`src/rtl/output_layer_mac.sv`:
```
// ---------------------------------------------------------------------------
// output_layer_mac
//
// Output (decoder) neuron of the denoising autoencoder. It sits directly
// downstream of hidden_layer and turns four hidden activations into one
// denoised 8-bit sample:
//
//   out_sample = sat( relu?( round( bias + sum_i h_i * w_i ) ) )
//
// A single signed multiplier is time-shared over four MAC cycles.
//
// Handshake semantics (both sides):
//   A transfer happens on a rising edge where valid and ready are both 1.
//   Once valid is raised, the producer holds it and the data stable until
//   the transfer. Ready may be asserted at any time and has no effect while
//   valid is low.
//
// Ports
//   clk         rising-edge clock
//   rst         synchronous reset, active-high
//   in_valid    h0..h3, w0..w3 and bias are valid
//   in_ready    block can accept a new input set (high only in IDLE)
//   h0..h3      hidden activations, signed Q(DATA_W-FRAC_BITS-1).FRAC_BITS
//   w0..w3      output-layer weights, same format
//   bias        output-layer bias, same format as the output
//   out_valid   out_sample is valid
//   out_ready   consumer accepts out_sample
//   out_sample  denoised sample, signed, DATA_W bits
//   dbg_state   current FSM state (0=IDLE 1=MAC 2=DONE 3=HOLD)
//
// Timing
//   Capture at edge T, MAC at T+1..T+4, result registered at T+5 with
//   out_valid=1. The sample is held until out_ready is seen, after which
//   the block returns to IDLE and can capture again on the next edge.
// ---------------------------------------------------------------------------
module output_layer_mac #(
  parameter int DATA_W    = 8,
  parameter int FRAC_BITS = 4,
  // Must be >= 2*DATA_W+2 so that four full-scale products plus the
  // scaled bias never wrap before the final saturation.
  parameter int ACC_W     = 20,
  parameter int RELU      = 0
) (
  input  logic              clk,
  input  logic              rst,
  input  logic              in_valid,
  output logic              in_ready,
  input  logic [DATA_W-1:0] h0,
  input  logic [DATA_W-1:0] h1,
  input  logic [DATA_W-1:0] h2,
  input  logic [DATA_W-1:0] h3,
  input  logic [DATA_W-1:0] w0,
  input  logic [DATA_W-1:0] w1,
  input  logic [DATA_W-1:0] w2,
  input  logic [DATA_W-1:0] w3,
  input  logic [DATA_W-1:0] bias,
  output logic              out_valid,
  input  logic              out_ready,
  output logic [DATA_W-1:0] out_sample,
  output logic [1:0]        dbg_state
);

  typedef enum logic [1:0] {
    S_IDLE = 2'd0,
    S_MAC  = 2'd1,
    S_DONE = 2'd2,
    S_HOLD = 2'd3
  } state_t;

  localparam int PROD_W = 2 * DATA_W;

  // Rounding constant: one half LSB of the output format.
  localparam logic signed [ACC_W-1:0] HALF_LSB =
    ACC_W'(1) << (FRAC_BITS - 1);

  // Output range limits expressed at accumulator width.
  localparam logic signed [ACC_W-1:0] SAT_MAX = ACC_W'((2 ** (DATA_W - 1)) - 1);
  localparam logic signed [ACC_W-1:0] SAT_MIN = ~SAT_MAX;

  state_t                   state;
  logic [1:0]               idx;
  logic signed [ACC_W-1:0]  acc;

  // Operands are registered at capture so that upstream may change its
  // ports freely while the MAC runs.
  logic [DATA_W-1:0]        h_r [0:3];
  logic [DATA_W-1:0]        w_r [0:3];

  // Datapath (combinational)
  logic signed [PROD_W-1:0] prod;
  logic signed [ACC_W-1:0]  prod_ext;
  logic signed [ACC_W-1:0]  bias_ext;
  logic signed [ACC_W-1:0]  bias_scaled;
  logic signed [ACC_W-1:0]  acc_rnd;
  logic signed [ACC_W-1:0]  r_shift;
  logic signed [ACC_W-1:0]  r_act;
  logic [DATA_W-1:0]        sample_next;

  assign dbg_state = state;

  always_comb begin
    prod        = '0;
    prod_ext    = '0;
    bias_ext    = '0;
    bias_scaled = '0;
    acc_rnd     = '0;
    r_shift     = '0;
    r_act       = '0;
    sample_next = '0;

    // Full-precision signed product of the currently selected pair.
    prod     = $signed(h_r[idx]) * $signed(w_r[idx]);
    prod_ext = {{(ACC_W - PROD_W){prod[PROD_W-1]}}, prod};

    // Bias is in the output format (FRAC_BITS fractional bits) while the
    // products carry 2*FRAC_BITS, so it is aligned by shifting it up.
    bias_ext    = {{(ACC_W - DATA_W){bias[DATA_W-1]}}, bias};
    bias_scaled = bias_ext <<< FRAC_BITS;

    // Round half up: add half an LSB, then arithmetic shift (floor).
    acc_rnd = acc + HALF_LSB;
    r_shift = acc_rnd >>> FRAC_BITS;

    // Optional rectification precedes saturation.
    if ((RELU != 0) && (r_shift < 0)) begin
      r_act = '0;
    end else begin
      r_act = r_shift;
    end

    // Narrowing to the output width is the only place values are clipped.
    if (r_act > SAT_MAX) begin
      sample_next = SAT_MAX[DATA_W-1:0];
    end else if (r_act < SAT_MIN) begin
      sample_next = SAT_MIN[DATA_W-1:0];
    end else begin
      sample_next = r_act[DATA_W-1:0];
    end
  end

  // Control FSM with registered handshake outputs.
  always_ff @(posedge clk) begin
    if (rst) begin
      state      <= S_IDLE;
      in_ready   <= 1'b1;
      out_valid  <= 1'b0;
      out_sample <= '0;
      acc        <= '0;
      idx        <= '0;
      for (int i = 0; i < 4; i++) begin
        h_r[i] <= '0;
        w_r[i] <= '0;
      end
    end else begin
      case (state)
        S_IDLE: begin
          // in_ready is high throughout IDLE, so in_valid alone is the
          // transfer condition here.
          if (in_valid) begin
            h_r[0]   <= h0;
            h_r[1]   <= h1;
            h_r[2]   <= h2;
            h_r[3]   <= h3;
            w_r[0]   <= w0;
            w_r[1]   <= w1;
            w_r[2]   <= w2;
            w_r[3]   <= w3;
            acc      <= bias_scaled;
            idx      <= '0;
            in_ready <= 1'b0;
            state    <= S_MAC;
          end
        end

        S_MAC: begin
          acc <= acc + prod_ext;
          idx <= idx + 2'd1;
          if (idx == 2'd3) begin
            state <= S_DONE;
          end
        end

        S_DONE: begin
          out_sample <= sample_next;
          out_valid  <= 1'b1;
          state      <= S_HOLD;
        end

        S_HOLD: begin
          // The sample stays put for as long as the consumer stalls.
          if (out_ready) begin
            out_valid <= 1'b0;
            in_ready  <= 1'b1;
            state     <= S_IDLE;
          end
        end

        default: begin
          state     <= S_IDLE;
          in_ready  <= 1'b1;
          out_valid <= 1'b0;
        end
      endcase
    end
  end

endmodule

```
`config.mk`:
```
export PLATFORM = sky130hd
export DESIGN_NAME = output_layer_mac
export DESIGN_NICKNAME = d
export VERILOG_FILES = /design/src/rtl/output_layer_mac.sv
export SDC_FILE = /design/constraint.sdc
export NUM_CORES = 1
export LEC_CHECK = 0
export BUFFER_PORTS_ARGS = -buffer_cell sky130_fd_sc_hd__buf_2
export CORE_MARGIN = 2
export CORE_UTILIZATION = 60
export DETAILED_ROUTE_END_ITERATION = 7
export GPL_ROUTABILITY_DRIVEN = 1
export HOLD_SLACK_MARGIN = 0.1
export PLACE_DENSITY = 0.79
export SKIP_CTS_REPAIR_TIMING = 1
export SLEW_MARGIN = 20
export SYNTH_ARGS = -nofsm -noshare
export SYNTH_HDL_FRONTEND = slang
export SYNTH_SLANG_ARGS = --single-unit
```
`constraint.sdc`:
```
create_clock -name clk -period 15 [get_ports clk]
set_input_delay 2.25 -clock clk [delete_from_list [all_inputs] [get_ports clk]]
set_output_delay 2.25 -clock clk [all_outputs]
set_load 0.01 [all_outputs]
```
==> impl_table.tex <==
\begin{tabular}{lr}
\hline
Metric & Value \\
\hline
\multicolumn{2}{l}{\textbf{STA}} \\
Transition time at the pin with the least slew margin & 814.8 ps \\
Total negative slack for setup checks & 0 ps \\
Final setup viols & 0 \\
Unrepaired setup endpoints after global routing & no \\
Final Hold Viols & 0 \\
Number of max-slew violations in the final report & 0 \\
Worst clock skew & 8.358 ps \\
Shortest period the worst path allows & 6266 ps \\
Maximum frequency from static timing analysis & 159.6 MHz \\
Post-route clock period utilization & 41.78\% \\
Max-slew headroom at the worst pin & 45.68\% \\
\multicolumn{2}{l}{\textbf{Clock tree}} \\
Sinks on the clock net & 100 \\
Clock tree from TritonCTS & done \\
Clock-pin slew reported for the worst setup and hold paths after clock tree synthesis & 70 ps \\
H-tree lvl count & 3 \\
Root cell of the clock tree & sky130\_fd\_sc\_hd\_\_clkbuf\_16 \\
Clock latency of the later-clocked register in the worst-skew pair & 350 ps \\
Worst-case clock buffer depth & 2 \\
TritonCTS buffer count & 9 \\
\multicolumn{2}{l}{\textbf{Hold path}} \\
Type of the tightest min-delay check & reg2reg \\
\multicolumn{2}{l}{\textbf{Floorplan}} \\
Die height & 121.8 µm \\
Die outline area & 14,820 µm² \\
Site row count & 43 \\
Starting Density & 60.64\% \\
IO Pins & 88 \\
Std-Cell Core Area & 13,720 µm² \\
Horizontal die dimension & 121.8 µm \\
\multicolumn{2}{l}{\textbf{Synth}} \\
Register area share after synthesis & 31.76\% \\
Unique cell type count in the Yosys netlist & 65 \\
Library cell with the largest summed area after synthesis & sky130\_fd\_sc\_hd\_\_edfxtp\_1 \\
EDFF count, synth & 64 \\
Summed instance area of the synthesized netlist & 8319 µm² \\
Number of synthesis warnings & 0 \\
Asr flop ratio synth & 0\% \\
Average size of a mapped cell & 10.75 µm² \\
Gate count after technology mapping & 774 \\
Synth Net Count & 990 \\
Primary flip-flop cell chosen by synthesis mapping & sky130\_fd\_sc\_hd\_\_edfxtp\_1 \\
Number of synthesized register bits & 100 \\
Main area contributors after synthesis & sky130\_fd\_sc\_hd\_\_edfxtp\_1 23\%, sky130\_fd\_sc\_hd\_\_fa\_1 21\%, sky130\_fd\_sc\_hd\_\_dfxtp\_1 8.7\% \\
Area fraction of the dominant cell type after synthesis & 23.10\% \\
\multicolumn{2}{l}{\textbf{Layout}} \\
Share of final-layout standard cells stronger than drive strength 1 & 16.16\% \\
Fillcell total & 1,054 \\
Net count, final & 1,065 \\
Diodes inserted & 0 \\
Non-filler instance count after layout & 1,034 \\
Growth of design area from synthesis to finish & 10.06\% \\
Post-route cell area & 9156 µm² \\
\multicolumn{2}{l}{\textbf{Global routing}} \\
First-pass GRT wire length & 28.90 mm \\
Via count of the first global-routing pass & 5,990 \\
Maximum number of pins on one net before global-route repair & 65 \\
Total overflow reported by the global router & 0 \\
Number of antenna violations at the first check in global routing & 0 \\
Global-route usage over all layers & 25.15\% \\
\multicolumn{2}{l}{\textbf{Routing}} \\
Antenna-violating nets left & 0 \\
Number of optimization iterations in the first detailed-route pass & 5 \\
Avg Vias per Cell & 5.664 \\
DRC violations left & 0 \\
Total via count in the routed design & 5,857 \\
Iter 0 DRT Violations & 337 \\
Total detailed-routing wirelength & 17.35 mm \\
Wire length per cell & 16.78 µm \\
\multicolumn{2}{l}{\textbf{Placed design}} \\
Post-DP Area & 8872 µm² \\
Post-detail-place hpwl & 13.82 mm \\
Final estimated routing congestion in global placement & 0.9166 \\
Post-placement cell count & 1,018 \\
Port buffer count & 87 \\
\multicolumn{2}{l}{\textbf{Run}} \\
Max-capacitance violation count & 0 \\
\multicolumn{2}{l}{\textbf{Critical path}} \\
Worst path cell trace & mux4\_2 -> and2\_1 -> inv\_1 -> fa\_1 -> inv\_1 -> fa\_1 -> fa\_1 -> fa\_1 -> fa\_1 -> ha\_1 -> o21ai\_0 -> o21ai\_0 -> a31oi\_1 -> a31oi\_1 -> xnor2\_1 -> o22ai\_1 \\
Crit start category & flip-flop \\
Crit path arrival time & 6470 ps \\
Cell type of the slowest stage on the worst timing path & sky130\_fd\_sc\_hd\_\_dfxtp\_2 \\
CP Max Fanout & 17 \\
Largest incremental delay on the critical path & 700 ps \\
Worst setup EP type & flip-flop \\
Data required time at the worst endpoint & 15,200 ps \\
Cell repeated most along the worst path & sky130\_fd\_sc\_hd\_\_fa\_1 \\
Worst Setup Path Type & reg2reg \\
\multicolumn{2}{l}{\textbf{Outcome}} \\
Result of the run & complete, no violations \\
\hline
\end{tabular}
## state kept, by name, indices dropped and copies added (netlist names), named ones only
name        cells
h_r            32
in_ready        1
idx             2
out_valid       1
out_sample      8
w_r            32
acc            20
dbg_state       2
## layout make-up
| type | count | area (µm²) | share of cell area [%] |
|---|---|---|---|
| Timing Repair Buffer | 91 | 465.4 | 5.083 |
| Inverter | 107 | 401.6 | 4.386 |
| Multi-Input combinational cell | 540 | 5137 | 56.11 |
| Tap cell | 180 | 225.2 | 2.460 |
| Sequential cell | 100 | 2644 | 28.87 |
| Clock inverter | 6 | 53.80 | 0.5876 |
| Clock buffer | 10 | 229.0 | 2.501 |
## synthesized netlist by cell type (2+ instances only)
| cell type | number |
|---|---|
| sky130_fd_sc_hd__xnor2_1 | 18 |
| sky130_fd_sc_hd__a41oi_1 | 2 |
| sky130_fd_sc_hd__o21ai_0 | 12 |
| sky130_fd_sc_hd__clkbuf_1 | 16 |
| sky130_fd_sc_hd__o31a_1 | 2 |
| sky130_fd_sc_hd__o21ai_1 | 3 |
| sky130_fd_sc_hd__fa_1 | 88 |
| sky130_fd_sc_hd__o21bai_1 | 2 |
| sky130_fd_sc_hd__o21a_1 | 4 |
| sky130_fd_sc_hd__a22oi_1 | 6 |
| sky130_fd_sc_hd__buf_6 | 5 |
| sky130_fd_sc_hd__a21o_1 | 6 |
| sky130_fd_sc_hd__mux2i_1 | 7 |
| sky130_fd_sc_hd__nand3b_1 | 2 |
| sky130_fd_sc_hd__o22ai_1 | 2 |
| sky130_fd_sc_hd__dfxtp_1 | 36 |
| sky130_fd_sc_hd__and3_1 | 3 |
| sky130_fd_sc_hd__ha_1 | 52 |
| sky130_fd_sc_hd__buf_2 | 3 |
| sky130_fd_sc_hd__a211o_1 | 3 |
| sky130_fd_sc_hd__and2_1 | 99 |
| sky130_fd_sc_hd__nor2_1 | 50 |
| sky130_fd_sc_hd__edfxtp_1 | 64 |
| sky130_fd_sc_hd__inv_1 | 106 |
| sky130_fd_sc_hd__a211oi_1 | 18 |
| sky130_fd_sc_hd__nand2_1 | 41 |
| sky130_fd_sc_hd__nand3_1 | 8 |
| sky130_fd_sc_hd__nand2b_1 | 2 |
| sky130_fd_sc_hd__a31oi_1 | 8 |
| sky130_fd_sc_hd__a21oi_1 | 26 |
| sky130_fd_sc_hd__nand4_1 | 4 |
| sky130_fd_sc_hd__nand4_2 | 2 |
| sky130_fd_sc_hd__buf_1 | 3 |
| sky130_fd_sc_hd__xor2_1 | 5 |
| sky130_fd_sc_hd__o211ai_1 | 10 |
| sky130_fd_sc_hd__nor3_1 | 8 |
| sky130_fd_sc_hd__nor4_1 | 3 |
| sky130_fd_sc_hd__o31ai_1 | 2 |
| sky130_fd_sc_hd__mux4_2 | 15 |
| sky130_fd_sc_hd__or2_2 | 2 |
| sky130_fd_sc_hd__nor2b_1 | 2 |
## layout by cell type (no fill, tap or decap), types with 3 or more instances in the layout
cell / n
sky130_fd_sc_hd__clkbuf_16: 9
sky130_fd_sc_hd__edfxtp_1: 64
sky130_fd_sc_hd__nand4_1: 4
sky130_fd_sc_hd__a22oi_1: 6
sky130_fd_sc_hd__buf_4: 4
sky130_fd_sc_hd__mux4_2: 15
sky130_fd_sc_hd__and2_1: 99
sky130_fd_sc_hd__o21a_1: 4
sky130_fd_sc_hd__xnor2_1: 18
sky130_fd_sc_hd__a211o_1: 3
sky130_fd_sc_hd__fa_1: 88
sky130_fd_sc_hd__o21ai_0: 12
sky130_fd_sc_hd__nor4_1: 3
sky130_fd_sc_hd__inv_1: 106
sky130_fd_sc_hd__nor3_1: 8
sky130_fd_sc_hd__ha_1: 52
sky130_fd_sc_hd__nand3_1: 8
sky130_fd_sc_hd__o21ai_1: 3
sky130_fd_sc_hd__buf_2: 87
sky130_fd_sc_hd__xor2_1: 5
sky130_fd_sc_hd__dfxtp_1: 35
sky130_fd_sc_hd__a21oi_1: 26
sky130_fd_sc_hd__a21o_1: 6
sky130_fd_sc_hd__o211ai_1: 10
sky130_fd_sc_hd__a31oi_1: 8
sky130_fd_sc_hd__mux2i_1: 7
sky130_fd_sc_hd__and3_1: 3
sky130_fd_sc_hd__a211oi_1: 18
sky130_fd_sc_hd__nor2_1: 49
sky130_fd_sc_hd__nand2_1: 40
## cell families after synthesis
family | count (synthesis) | share of synthesized area [%]
AND/OR/NAND/NOR | 237 | 15.42
flip-flops | 100 | 31.76
AO/OA/AOI/OAI | 117 | 9.821
buffers and inverters | 134 | 6.542
adder cells (fa/ha/maj) | 140 | 29.00
XOR/XNOR | 23 | 2.421
multiplexers | 23 | 5.038
## critical path, delay by kind of cell (launching register included)
kind                       cells  cell delay [ps]
muxes                          1              450
buffers and inverters          2              190
xor gates and xnor gates       1              140
adders and majority gates      6             2830
and+or+nand+nor                1              620
DFF                            1              700
AOI/OAI and AO/OA              5             1180
## metal layers
| metal | wire length (µm) | GRT usage, % | up-vias |
|---|---|---|---|
| li1 | - | - | 2771 |
| met1 | 7765 | 33.41 | 2829 |
| met2 | 8153 | 41.17 | 217 |
| met3 | 870 | 3.605 | 40 |
| met4 | 558 | 11.71 | 0 |
| met5 | 0 | 0 | - |
## path summary, 6_finish.rpt
path | start | end | slack [ps] | cells after the start
setup / recovery | flip-flop | acc[19]$_SDFFE_PP0P_ | 8730 | 16
hold / removal | out_sample[7]$_SDFFE_PP0P_ | out_sample[7]$_SDFFE_PP0P_ | 470 | 2
setup reg to reg | flip-flop | acc[19]$_SDFFE_PP0P_ | 8730 | 16
hold reg to reg | out_sample[7]$_SDFFE_PP0P_ | out_sample[7]$_SDFFE_PP0P_ | 470 | 2
## metrics by stage
stage / utilization [%] / worst slack [ps] / hold slack [ps]
after global routing: 66.74 / 8229 / 505.6
final: 66.74 / 8734 / 467.1
after CTS: 66.73 / 8305 / 471.9
after floorplan: - / 9351 / 465.4
after detailed placement: 64.67 / 8348 / 461.3
after global placement: 64.67 / 8489 / 449.1
Power is left out: the tool's default activity adds up to more than one toggle a clock period on the data nets, which glitch-free logic cannot reach.
